$ cat src/rtl/fifo_mac_seq_pkg.sv
// Shared types and width helpers for the FIFO/MAC sequencer.
package fifo_mac_seq_pkg;

  localparam int unsigned DefAddrW = 16;

  typedef logic [DefAddrW-1:0] addr_t;

  typedef enum logic [2:0] {
    StIdle    = 3'd0,
    StFillReq = 3'd1,
    StFillWr  = 3'd2,
    StExec    = 3'd3,
    StFlush   = 3'd4,
    StDone    = 3'd5
  } state_t;

  // Row index width; a single FIFO still needs one bit.
  function automatic int unsigned row_width(input int unsigned n);
    return (n > 1) ? $clog2(n) : 1;
  endfunction

  // Column / exec count width, one spare bit so DEPTH itself is representable.
  function automatic int unsigned col_width(input int unsigned d);
    return $clog2(d) + 1;
  endfunction

endpackage

$ cat src/rtl/seq_addr_gen.sv
// Row/column fill counters and the row-major memory address they select.
module seq_addr_gen
  import fifo_mac_seq_pkg::*;
#(
  parameter int unsigned       NUM_FIFOS = 8,
  parameter int unsigned       DEPTH     = 8,
  parameter int unsigned       ADDR_W    = 16,
  parameter logic [ADDR_W-1:0] BASE_ADDR = '0,
  localparam int unsigned      RowW      = row_width(NUM_FIFOS),
  localparam int unsigned      ColW      = col_width(DEPTH)
) (
  input  logic              clk,
  input  logic              rst_n,
  input  logic              clr,
  input  logic              adv,
  output logic [RowW-1:0]   row,
  output logic [ColW-1:0]   col,
  output logic [ADDR_W-1:0] addr,
  output logic              last
);

  logic [RowW-1:0] row_q, row_d;
  logic [ColW-1:0] col_q, col_d;
  logic            col_last;

  assign col_last = (col_q == ColW'(DEPTH - 1));
  assign last     = col_last && (row_q == RowW'(NUM_FIFOS - 1));

  // Advance column, wrap into the next row, return to origin after the last element.
  always_comb begin
    row_d = row_q;
    col_d = col_q;
    if (clr) begin
      row_d = '0;
      col_d = '0;
    end else if (adv) begin
      if (col_last) begin
        col_d = '0;
        row_d = last ? '0 : row_q + 1'b1;
      end else begin
        col_d = col_q + 1'b1;
      end
    end
  end

  // Counter state.
  always_ff @(posedge clk or negedge rst_n) begin
    if (!rst_n) begin
      row_q <= '0;
      col_q <= '0;
    end else begin
      row_q <= row_d;
      col_q <= col_d;
    end
  end

  assign row  = row_q;
  assign col  = col_q;
  // Arithmetic is done at ADDR_W so the address wraps modulo 2^ADDR_W.
  assign addr = BASE_ADDR + ADDR_W'(row_q) * ADDR_W'(DEPTH) + ADDR_W'(col_q);

endmodule

$ cat src/rtl/fifo_mac_seq.sv
// FIFO/MAC sequencer: fills NUM_FIFOS row FIFOs from a read-handshake memory port, then pops
// them in lockstep for DEPTH cycles with the MACs enabled and pulses done.
// Optional build macro STATUS_CHK_EN adds a sticky FIFO flag-consistency error (err).
module fifo_mac_seq
  import fifo_mac_seq_pkg::*;
#(
  parameter int unsigned       NUM_FIFOS  = 8,
  parameter int unsigned       DEPTH      = 8,
  parameter int unsigned       DATA_WIDTH = 8,
  parameter int unsigned       ADDR_W     = 16,
  parameter logic [ADDR_W-1:0] BASE_ADDR  = '0
) (
  input  logic                  clk,
  input  logic                  rst_n,
  input  logic                  start,
  output logic                  mem_rd,
  output logic [ADDR_W-1:0]     mem_addr,
  input  logic                  mem_vld,
  input  logic [DATA_WIDTH-1:0] mem_data,
  output logic [NUM_FIFOS-1:0]  fifo_wren,
  output logic [DATA_WIDTH-1:0] fifo_wdata,
  output logic [NUM_FIFOS-1:0]  fifo_rden,
  input  logic [NUM_FIFOS-1:0]  fifo_full,
  input  logic [NUM_FIFOS-1:0]  fifo_empty,
  output logic                  mac_clr,
  output logic                  mac_en,
  output logic                  busy,
  output logic                  done,
  output logic                  err
);

  localparam int unsigned RowW = row_width(NUM_FIFOS);
  localparam int unsigned ColW = col_width(DEPTH);

  state_t                  state_q, state_d;
  logic [ColW-1:0]         exec_q, exec_d;
  logic [DATA_WIDTH-1:0]   wdata_q;
  logic                    mac_en_q;
  logic                    ag_clr, ag_adv;
  logic [RowW-1:0]         row;
  logic [ColW-1:0]         col;
  logic [ADDR_W-1:0]       addr;
  logic                    last;
  logic                    exec_last;
  logic                    unused_col;

  seq_addr_gen #(
    .NUM_FIFOS (NUM_FIFOS),
    .DEPTH     (DEPTH),
    .ADDR_W    (ADDR_W),
    .BASE_ADDR (BASE_ADDR)
  ) u_addr_gen (
    .clk   (clk),
    .rst_n (rst_n),
    .clr   (ag_clr),
    .adv   (ag_adv),
    .row   (row),
    .col   (col),
    .addr  (addr),
    .last  (last)
  );

  assign unused_col = ^col;
  assign exec_last  = (exec_q == ColW'(DEPTH - 1));

  // Sequencing: fill element by element, then a fixed-length exec burst.
  always_comb begin
    state_d = state_q;
    exec_d  = exec_q;
    ag_clr  = 1'b0;
    ag_adv  = 1'b0;
    unique case (state_q)
      StIdle: begin
        if (start) begin
          state_d = StFillReq;
          ag_clr  = 1'b1;
        end
      end
      StFillReq: begin
        if (mem_vld) state_d = StFillWr;
      end
      StFillWr: begin
        ag_adv = 1'b1;
        if (last) begin
          state_d = StExec;
          exec_d  = '0;
        end else begin
          state_d = StFillReq;
        end
      end
      StExec: begin
        if (exec_last) state_d = StFlush;
        else           exec_d  = exec_q + 1'b1;
      end
      StFlush: state_d = StDone;
      StDone:  state_d = StIdle;
      default: state_d = StIdle;
    endcase
  end

  // State, exec counter, captured read data and the one-cycle MAC enable delay.
  always_ff @(posedge clk or negedge rst_n) begin
    if (!rst_n) begin
      state_q  <= StIdle;
      exec_q   <= '0;
      wdata_q  <= '0;
      mac_en_q <= 1'b0;
    end else begin
      state_q  <= state_d;
      exec_q   <= exec_d;
      // FIFO o_data is registered, so MAC enable trails the pop by one cycle.
      mac_en_q <= (state_q == StExec);
      if (state_q == StFillReq && mem_vld) wdata_q <= mem_data;
    end
  end

  assign mem_rd     = (state_q == StFillReq);
  // Address is forced to zero outside a request so the port is quiet at reset and in idle.
  assign mem_addr   = mem_rd ? addr : '0;
  assign fifo_wren  = (state_q == StFillWr) ? (NUM_FIFOS'(1) << row) : '0;
  assign fifo_wdata = wdata_q;
  assign fifo_rden  = {NUM_FIFOS{state_q == StExec}};
  assign mac_clr    = (state_q == StExec) && (exec_q == '0);
  assign mac_en     = mac_en_q;
  assign busy       = (state_q != StIdle);
  assign done       = (state_q == StDone);

`ifdef STATUS_CHK_EN
  logic err_q, err_set;

  // Flag checks; none of them feed back into sequencing.
  always_comb begin
    err_set = 1'b0;
    if (state_q == StFillWr && fifo_full[row])      err_set = 1'b1;
    if (mac_clr && (fifo_full != '1))               err_set = 1'b1;
    if (|(fifo_empty & fifo_rden))                  err_set = 1'b1;
    if (state_q == StDone && (fifo_empty != '1))    err_set = 1'b1;
  end

  // Sticky until reset.
  always_ff @(posedge clk or negedge rst_n) begin
    if (!rst_n) err_q <= 1'b0;
    else        err_q <= err_q | err_set;
  end

  assign err = err_q;
`else
  logic unused_flags;
  assign unused_flags = ^{fifo_full, fifo_empty};
  assign err          = 1'b0;
`endif

endmodule

$ cat config.mk
export PLATFORM = sky130hd
export DESIGN_NAME = fifo_mac_seq
export DESIGN_NICKNAME = d
export VERILOG_FILES = /design/src/rtl/fifo_mac_seq_pkg.sv /design/src/rtl/seq_addr_gen.sv /design/src/rtl/fifo_mac_seq.sv
export SDC_FILE = /design/constraint.sdc
export NUM_CORES = 1
export LEC_CHECK = 0
export ABC_CLOCK_PERIOD_IN_PS = 2070
export CORE_ASPECT_RATIO = 0.75
export CORE_MARGIN = 4
export CORE_UTILIZATION = 28
export CTS_CLUSTER_DIAMETER = 80
export DETAILED_ROUTE_END_ITERATION = 10
export HOLD_SLACK_MARGIN = 0.15
export PLACE_DENSITY = 0.65
export SLEW_MARGIN = 25
export SYNTH_ARGS = -nofsm -noshare
export SYNTH_HDL_FRONTEND = slang
export SYNTH_SLANG_ARGS = --single-unit
$ cat constraint.sdc
create_clock -name clk -period 2.07 [get_ports clk]
set_clock_uncertainty 0.05 [all_clocks]
set_input_delay 0.207 -clock clk [delete_from_list [all_inputs] [get_ports clk]]
set_output_delay 0.207 -clock clk [all_outputs]
set_load 0.005 [all_outputs]
==> results_dict.tcl <==
set metrics [dict create \
    status "complete, no violations" \
    reg2reg_from "state_q[2]" \
    finalSetupViolCount 0 \
    antenna_found_initial 0 \
    io_pins 74 \
    viasPerCell 4.39 \
    clkTransAtPathRegs_ns 0.08 \
    syn_area_um2 1480 \
    grt_max_degree 24 \
    cts-buffers-inserted 3 \
    fmax_ghz 0.511 \
    cap_violations 0 \
    slew_violations 0 \
    async_reset_ff_frac 1.00 \
    wl_per_cell_um 12.2 \
    cts.sinks 23 \
    cp-end-kind "output port" \
    htreeDepth 1 \
    place_congestion 0.721 \
    grtUsageTotal 0.0979 \
    worstSkewPairLatency_ns 0.27 \
    yosys_most_used_dff "dfrtp_1" \
    startpoint "state_q[2]" \
    min_path_type "primary input to async pin" \
    fin_crit_sh 0.945 \
    power_density_nw_per_um2 1040 \
    startpoint_type "flop" \
    diodes 0 \
    fin_tns_setup_ns 0 \
    hold_violations 0 \
    rsz0062_at_grt "false" \
    layout_min_cycle_time_ns 1.96 \
    place.port_buffers 47 \
    grt_pass1_wl_um 5160 \
    overflow 0 \
    cts_root_buf "clkbuf_8" \
    core-area_um2 5010 \
    drc_errors 0 \
    worstSetupPathType "flop to output port" \
    drtIter0Drc 56 \
    reg2reg_setup_slack_ns 0.27 \
    endpoint "fifo_rden[0]" \
    clockBufferDepth 2 \
    cts_tree "built" \
    synthTopCellsByArea "dfrtp_1 (39%), ha_1 (9.3%), buf_4 (8.6%)" \
    yosysTopAreaCellShare 0.389 \
    die-width_um 92.0 \
    postRouteWirelength_um 3340 \
    synth_edf_count 0 \
    dr.pass1.iters 4 \
    yosysWarnings 0 \
    vias 1199 \
    drive_gt1_frac 0.219 \
    layout_commonest_cell "clkdlybuf4s50_1" \
    ys_ff_latch 23 \
    p_leak_nw 1.19 \
    r2r-end "u_addr_gen.row[0]" \
    layout_common_cells "clkdlybuf4s50_1 (31), dfrtp_1 (20), buf_4 (15)" \
    timing.hold.ws_ns 0.230 \
    detail-route-antenna-nets 0 \
    yosys.area.top_type "dfrtp_1" \
    dp_hpwl_um 2370 \
    fin_nets 241 \
    grt_pass1_vias 1062 \
    worstPathRequired_ns 1.81 \
    cts_hold_buffers 0 \
    die_h_um 71.0 \
    syn_avg_cell_area_um2 10.0 \
    ir_drop_uv 589 \
    syn_inst 148 \
    path_max_fanout 15 \
    rows 22 \
    syn_to_final_growth_pct 46.9 \
    yosysSeqAreaShare 0.389 \
    die-area_um2 6530 \
    ys_types 36 \
    arrival_ns 1.70 \
    ff2ff_path_depth 4 \
    start_util 0.296 \
]
==> layout make-up <==
class / count / area, um2
Timing Repair Buffer: 65 / 639
Clock buffer: 3 / 41.3
Tap cell: 72 / 90.1
Multi-Input combinational cell: 101 / 791
Fill cell: 501 / 2830
Inverter: 8 / 30.0
Sequential cell: 23 / 579
Clock inverter: 1 / 5.00
==> state kept, by name, indices dropped and copies added (netlist names) <==
name	cells
exec_q	4
u_addr_gen.col	4
mac_en	1
u_addr_gen.row	3
state_q	3
fifo_wdata	8
==> stage by stage <==
| step | cell area [um2] | worst slack (ns) | util | power [W] | instances |
|---|---|---|---|---|---|
| floorplan | 1520 | 0.318 | - | 0.00138 | 157 |
| global placement | 1950 | 0.153 | 0.390 | 0.00180 | 257 |
| detailed placement | 1950 | 0.143 | 0.390 | 0.00182 | 257 |
| CTS | 2040 | -0.0528 | 0.408 | 0.00214 | 265 |
| global route | 2180 | 0.00966 | 0.434 | 0.00245 | 273 |
| finish | 2180 | 0.114 | 0.434 | 0.00227 | 273 |
==> power by group <==
part	internal, W	switching [W]	total (W)
logic	0.000755	0.000475	0.00123
registers	0.000617	0.000136	0.000752
clock network	0.000135	0.000155	0.000290
total	0.00151	0.000766	0.00227
==> cell usage after synthesis, types with 2 or more instances <==
cell      instances
or4_1             2
or3_1             3
xor2_1            2
clkbuf_1          4
buf_2             3
a22oi_1           2
dfrtp_1          23
and3_1            8
ha_1             11
a22o_1            2
mux2_2            9
o21ai_0           6
and2_1            9
nand2_1           6
nor3b_1           2
nand3_1           2
a21oi_1          10
inv_1             8
buf_4            17
nand3b_1          3
==> worst max-delay path: stages (launching register included) <==
cell and delay [ns]:
dfrtp_1 0.39, nand3b_1 0.25, inv_2 0.24, clkdlybuf4s50_1 0.55
==> worst min path at each step <==
stage	start	endpoint	cells after the start	slack, ns
2_1_floorplan	rst_n	exec_q[0]	0	-0.14
3_3_place_gp	fifo_wdata[3]	fifo_wdata[3]	1	0.44
3_5_place_dp	fifo_wdata[7]	fifo_wdata[7]	1	0.44
4_1_cts	rst_n	u_addr_gen.row[1]	2	0.25
5_1_grt	rst_n	u_addr_gen.row[1]	2	0.26
6_report	rst_n	exec_q[1]	2	0.23
==> cell families (layout without fill, tap and decap cells) <==
logic type	count (synthesis)	after routing	synth area share
mux	9	9	0.0684
flops	23	23	0.389
other cells	1	10	0.00253
simple gates	43	43	0.191
compound gates	26	26	0.111
buf+inv	33	77	0.134
xor+xnor	2	2	0.0118
fa+ha+maj	11	11	0.0929
==> per-layer routing <==
layer,share of wire,track usage
met1,0.47,0.129
met4,0.0072,0.0247
met5,0,0
met2,0.45,0.152
met3,0.075,0.0372
==> what timing repair did <==
item | in CTS | in global routing
setup buffers | 4 | 8
endpoints found under the setup margin | 24 | 21
gates resized for setup | 11 | 21
pin swaps | 0 | 3
(Power assumes the default switching activity.)
